[config.mk]
export PLATFORM = sky130hd
export DESIGN_NAME = vc_flow_arbiter
export DESIGN_NICKNAME = d
export VERILOG_FILES = /design/src/rtl/vc_flow_arbiter.sv
export SDC_FILE = /design/constraint.sdc
export NUM_CORES = 1
export LEC_CHECK = 0
export ABC_AREA = 1
export CORE_MARGIN = 3
export CORE_UTILIZATION = 50
export DETAILED_ROUTE_END_ITERATION = 8
export DONT_BUFFER_PORTS = 1
export HOLD_SLACK_MARGIN = 0.15
export PLACE_DENSITY_LB_ADDON = 0.3
export SLEW_MARGIN = 30
export SYNTH_ARGS = -nofsm -noshare
export SYNTH_HDL_FRONTEND = slang
export SYNTH_SLANG_ARGS = --single-unit
[constraint.sdc]
create_clock -name CLK -period 5.5 [get_ports CLK]
set_input_delay 1.1 -clock CLK [delete_from_list [all_inputs] [get_ports CLK]]
set_output_delay 1.1 -clock CLK [all_outputs]
set_load 0.1 [all_outputs]
[src/rtl/vc_flow_arbiter.sv]
// vc_flow_arbiter: round-robin arbiter draining four virtual-channel FWFT
// source FIFOs into one downstream port. Per-VC pause flags come from
// pause/continue strobes. Any overflow error locks the block into HALT
// until reset.
module vc_flow_arbiter #(
    parameter int DATA_W = 6
) (
    input  logic                  CLK,
    input  logic                  reset,
    input  logic [3:0]            pause_stb,
    input  logic [3:0]            continue_stb,
    input  logic [3:0]            error_full,
    input  logic [3:0]            src_empty,
    input  logic [4*DATA_W-1:0]   src_data,
    input  logic                  dest_ready,
    output logic [3:0]            src_pop,
    output logic [DATA_W-1:0]     data_out,
    output logic                  valid_out,
    output logic [1:0]            vc_out,
    output logic [3:0]            paused,
    output logic                  halted,
    output logic [7:0]            word_count
);

    typedef enum logic {
        RUN  = 1'b0,
        HALT = 1'b1
    } state_t;

    state_t     state;
    logic [1:0] ptr;
    logic [3:0] eligible;
    logic       grant_vld;
    logic [1:0] grant_idx;
    logic [1:0] cand;

    // A VC may pop only when it has data and is not paused. The arbiter must
    // also be running, downstream must be ready, and reset must be released.
    // The registered pause flag is used, so a pause strobe blocks from the
    // next cycle on.
    always_comb begin
        eligible = 4'b0000;
        if (reset && state == RUN && dest_ready)
            eligible = ~src_empty & ~paused;
    end

    // Round-robin search starting at ptr; the first eligible VC wins.
    always_comb begin
        grant_vld = 1'b0;
        grant_idx = 2'd0;
        cand      = 2'd0;
        for (int k = 0; k < 4; k++) begin
            cand = ptr + 2'(k);
            if (!grant_vld && eligible[cand]) begin
                grant_vld = 1'b1;
                grant_idx = cand;
            end
        end
    end

    assign src_pop = grant_vld ? (4'b0001 << grant_idx) : 4'b0000;

    // Control FSM: RUN/HALT, pause flags, rotation pointer and word counter.
    // Pause flags and the counter are frozen in HALT. HALT makes no grants,
    // so the pointer and counter cannot move there.
    always_ff @(posedge CLK) begin
        if (!reset) begin
            state      <= RUN;
            halted     <= 1'b0;
            paused     <= 4'b0000;
            ptr        <= 2'd0;
            word_count <= 8'd0;
        end else begin
            if (state == RUN) begin
                if (|error_full) begin
                    state  <= HALT;
                    halted <= 1'b1;
                end
                // When pause and continue arrive together, pause wins.
                paused <= pause_stb | (paused & ~continue_stb);
            end
            if (grant_vld) begin
                ptr        <= grant_idx + 2'd1;
                word_count <= word_count + 8'd1;
            end
        end
    end

    // Output register: forward the granted head word one cycle after the
    // pop. When nothing is granted, data_out and vc_out hold their values.
    always_ff @(posedge CLK) begin
        if (!reset) begin
            valid_out <= 1'b0;
            data_out  <= '0;
            vc_out    <= 2'd0;
        end else begin
            valid_out <= grant_vld;
            if (grant_vld) begin
                data_out <= src_data[grant_idx*DATA_W +: DATA_W];
                vc_out   <= grant_idx;
            end
        end
    end

endmodule

After elaboration in Yosys (flattened, before gate mapping)
Index checks and enable logic that the tools add are counted.
{"block": "totals", "regBits": 25, "latch_bits": 0, "mem_bits_rw": 0, "rom_bits": 0, "word_cells": 57, "n_memories": 0}
{"block": "classes", "n_addsub": 5, "multipliers": 1, "div": 0, "magnitude_cmp": 4, "n_eq_ne": 0, "n_shift": 2, "mux": 20, "bitwise_logic": 7, "n_reduce_logical": 10}
{"operator": "24-bit by 6-bit indexed part select with 6-bit output", "count": 1}
{"operator": "2-bit by 3-bit < comparator with 1-bit output, second input constant", "count": 4}
{"operator": "4-bit inverter", "count": 3}
{"operator": "1-bit two-way mux", "count": 10}
{"operator": "8-bit by 1-bit adder with 8-bit output, second input constant", "count": 1}
{"operator": "4-bit bitwise AND", "count": 2}
{"operator": "1-bit binary-select mux with 2-bit select", "count": 4}
{"operator": "2-bit two-way mux", "count": 4}
{"operator": "4-bit two-way mux", "count": 2}
{"operator": "1-bit logical AND", "count": 5}
{"operator": "2-bit by 1-bit adder with 2-bit output, second input constant", "count": 2}
{"operator": "2-bit adder, second input constant", "count": 2}
{"operator": "2-bit by 2-bit multiplier with 4-bit output, second input constant", "count": 1}
{"operator": "4-bit OR", "count": 1}
{"operator": "4-bit OR reduction", "count": 1}
{"operator": "1-bit by 2-bit << shifter with 4-bit output, first input constant", "count": 1}
{"operator": "1-bit logical NOT", "count": 3}
{"operator": "2-bit AND reduction", "count": 1}
{"operator": "1-bit inverter", "count": 1}

Longest topological paths before layout
{"block": "logic_depth", "ltp_word": 18, "mapped_depth": 14, "ltp_nobuf": 14}

Worst setup path after synthesis
No wires, ideal clock.
{"block": "synth_timing", "kind": "input-to-output", "from": "input port dest_ready", "to": "output port src_pop[0]", "t_arrival_ns": 3.345, "required_time_ns": 4.400, "path_slack_ns": 1.055, "path_stages": 12, "n_path_buf": 0, "cell_sequence": "nand2_1 nor2_4 nand3_1 nand3_1 nand2_4 nand2_2 nand2_4 nand2_4 nand2_4 inv_2 nand2_1 nor2_1"}
{"block": "synth_between", "elab_chain_len": 16}
{"element": "start, declared", "line_no": "15", "rtl": "input logic dest_ready,"}
{"element": "1-bit logical AND (*)", "line_no": "43", "rtl": "if (reset && state == RUN && dest_ready)"}
{"element": "4-bit two-way mux (*)", "line_no": "43"}
{"element": "1-bit binary-select mux with 2-bit select", "line_no": "54", "rtl": "if (!grant_vld && eligible[cand]) begin"}
{"element": "1-bit two-way mux (implied by the code)", "line_no": "54"}
{"element": "1-bit two-way mux", "line_no": "54"}
{"element": "1-bit logical NOT", "line_no": "54"}
{"element": "1-bit logical AND", "line_no": "54"}
{"element": "1-bit two-way mux", "line_no": "54"}
{"element": "1-bit logical NOT", "line_no": "54"}
{"element": "1-bit logical AND", "line_no": "54"}
{"element": "1-bit two-way mux", "line_no": "54"}
{"element": "1-bit logical NOT", "line_no": "54"}
{"element": "1-bit logical AND", "line_no": "54"}
{"element": "2-bit two-way mux", "line_no": "54"}
{"element": "1-bit by 2-bit << shifter with 4-bit output", "line_no": "61", "rtl": "assign src_pop = grant_vld ? (4'b0001 << grant_idx) : 4'b0000;"}
{"element": "4-bit two-way mux (*)", "line_no": "61"}
{"element": "end, declared", "line_no": "16", "rtl": "output logic [3:0] src_pop,"}
Mark *: on every way between the ends. The rest lies on a longest branch, timed or not. The select of a mux whose other input is x is not followed.

Final worst setup path
{"block": "layout_timing", "from": "input port dest_ready", "to": "output port src_pop[1]"}
Same word-level chain as after synthesis.

==> flow_metrics.py <==
metrics = {
    "outcome": {
        "run_status": "finished clean",
    },
    "floorplanning": {
        "dieHeight_um": 60.1,
        "die_w_um": 60.1,
        "start_util_pct": 55.5,
        "dieArea_um2": 3610,
        "pin_count": 69,
        "core_um2": 2640,
        "rows": 18,
    },
    "timing": {
        "holdWs_ns": 0.592,
        "hold_violations": 0,
        "slew_viol_final": 0,
        "fin_crit_sh_pct": 76.9,
        "setup_tns_ns": 0,
        "fin_skew_ns": 0.00415,
        "slew_headroom_pct": 33.3,
        "rsz0062_at_grt": "false",
        "final-setup-viol-count": 0,
        "max_clock_freq_ghz": 0.237,
        "tightest_slew_ns": 0.999,
        "fin_crit_ns": 4.23,
    },
    "clock_network": {
        "postCtsSetupBuffers": 0,
        "h-tree-depth": 1,
        "hold_buffers": 0,
        "cts_buffer_depth": 2,
        "cts_resized": 0,
        "cts.clk_slew.worst_paths_ns": 0.14,
        "numCtsBuffers": 3,
        "tritoncts": "done",
        "clock-root-buffer": "clkbuf_4",
        "clock_latency_ns": 0.32,
        "clock-sinks": 25,
    },
    "synthesis": {
        "ys_ff_latch": 25,
        "syn_inst": 216,
        "synth-async-reset-ratio_pct": 0,
        "syn-num-nets": 260,
        "yosysTopAreaCell": "dfxtp_1",
        "avgSynthCellArea_um2": 6.77,
        "syn-cell-area_um2": 1460,
        "synth_cell_types": 30,
        "synth.top_cell.area_share_pct": 34.2,
        "ys_top_cells_by_area": "dfxtp_1 (34%), nand3_1 (17%), nand2_1 (16%)",
        "ys_seq_area_share_pct": 34.2,
        "synth_edf_count": 0,
        "ys.flop_type": "dfxtp_1",
        "ys_warn_count": 0,
    },
    "critical_path": {
        "crit_chain": "nand2_1, nor2_4, nand3_1, nand2_1, nand2_1, nand2_1, nand4_2, nand2_4, nand2_1, inv_1",
        "critPathMostFrequentCell": "nand2_1",
        "crit_path_end_kind": "primary output",
        "critPathMaxFanout": 13,
        "cp-start-kind": "input pin",
        "max_stage_delay_ns": 0.62,
        "arrival_ns": 3.13,
        "crit_type": "input pin to primary output",
        "rr_worst_depth": 11,
        "critical-path-slowest-cell": "inv_1",
        "worstPathRequired_ns": 4.40,
    },
    "layout": {
        "final_cell_mix": "nand2_1 (62), nand3_1 (49), dfxtp_1 (18), inv_1 (13), a21oi_1 (10)",
        "final_area_um2": 1560,
        "fillers": 264,
        "mostFrequentLayoutCell": "nand2_1",
        "nets": 267,
        "layout-drive-gt1-share_pct": 18.5,
        "post-route-util_pct": 59.1,
        "area_growth_pct": 6.50,
        "antennaDiodeCount": 0,
    },
    "min_path": {
        "hold_depth": 2,
        "hold_path_class": "flip-flop to flip-flop",
    },
    "detailed_routing": {
        "routedWlPerCell_um": 15.1,
        "vias": 1482,
        "dr.first_iter.drc_count": 70,
        "vias_per_cell": 5.88,
        "routed_wl_um": 3800,
        "drc": 0,
        "ant_nets": 0,
        "dr.pass1.iters": 4,
    },
    "global_routing": {
        "grt_start_max_net_pins": 16,
        "grt_overflow": 0,
        "grt_util_all_layers_pct": 22.4,
        "grt_pass1_wl_um": 6200,
        "grt_pass1_vias": 1481,
        "antenna_found_initial": 0,
    },
    "power": {
        "cellPowerDensity_nw_per_um2": 673,
        "p_leak_nw": 0.725,
        "peakVddDrop_mv": 0.506,
    },
    "placement": {
        "hpwl_um": 3010,
        "portBuffers": 0,
        "placed_cell_area_um2": 1530,
        "gp_congestion": 0.839,
    },
    "job": {
        "drv_cap": 0,
    },
}
[sequential cells by signal, indices dropped and copies added (netlist names)]
| signal | cells |
|---|---|
| halted | 1 |
| data_out | 6 |
| state | 1 |
| vc_out | 2 |
| ptr | 2 |
| word_count | 8 |
| paused | 4 |
| valid_out | 1 |
[per-stage QoR]
| stage | setup WS [ns] | cells | power [mW] |
|---|---|---|---|
| after CTS | 1.29 | 252 | 1.05 |
| after floorplan | 1.06 | 216 | 0.885 |
| after global routing | 1.12 | 252 | 1.11 |
| after detailed placement | 1.30 | 248 | 0.964 |
| final | 1.27 | 252 | 1.05 |
| after global placement | 1.40 | 248 | 0.948 |
[cells in the mapped netlist (2+ instances only)]
cell type / number
a21oi_1: 10
dfxtp_1: 25
inv_1: 13
inv_2: 6
nand2_1: 62
nand2_2: 3
nand2_4: 4
nand3_1: 49
nand3_2: 4
nand4_1: 3
nand4_2: 2
nor2_1: 10
nor2_2: 2
nor3_1: 2
o211ai_1: 2
o21ai_0: 5
[cell families (layout without fill, tap and decap cells)]
family	Yosys count	in the layout	synth area share (%)
and+or+nand+nor	144	144	48.6
DFF	25	25	34.2
buffers and inverters	24	30	7.01
AOI/OAI and AO/OA	21	21	8.21
adders and majority gates	1	1	0.855
xor gates and xnor gates	1	1	1.11
[worst paths after layout]
| path | from | end | slack, ns |
|---|---|---|---|
| hold reg to reg | state | state | 0.59 |
| setup reg to reg | paused[2] | ptr[1] | 3.25 |
| hold / removal | state | state | 0.59 |
| setup / recovery | dest_ready | src_pop[1] | 1.27 |
[power by group]
part           internal [mW]  total, mW  switching [mW]  leakage, nW
Combinational          0.118      0.458           0.339        0.501
Sequential             0.226      0.504           0.278        0.210
Clock                 0.0284     0.0860          0.0575       0.0150
Total                  0.373       1.05           0.675        0.725
[per-layer routing]
layer / GRT usage [%] / wire (µm)
met3: 6.26 / 336
met2: 39.2 / 1960
met5: 0 / 0
met1: 25.1 / 1440
met4: 9.18 / 74
[layout make-up]
| cell class | instances | area (µm²) | area share [%] |
|---|---|---|---|
| timing repair buffer | 6 | 45.0 | 2.89 |
| sequential | 25 | 509 | 32.7 |
| tap | 30 | 37.5 | 2.41 |
| clock buffer | 4 | 26.3 | 1.69 |
| multi-input combinational | 167 | 865 | 55.5 |
| inverter | 20 | 75.1 | 4.82 |
[worst max-delay path: cells and delay by family]
kind          cells  cell delay (ns)
buf+inv           1             0.62
simple gates      9             1.41
No activity file was read; power rests on OpenSTA's default activity.
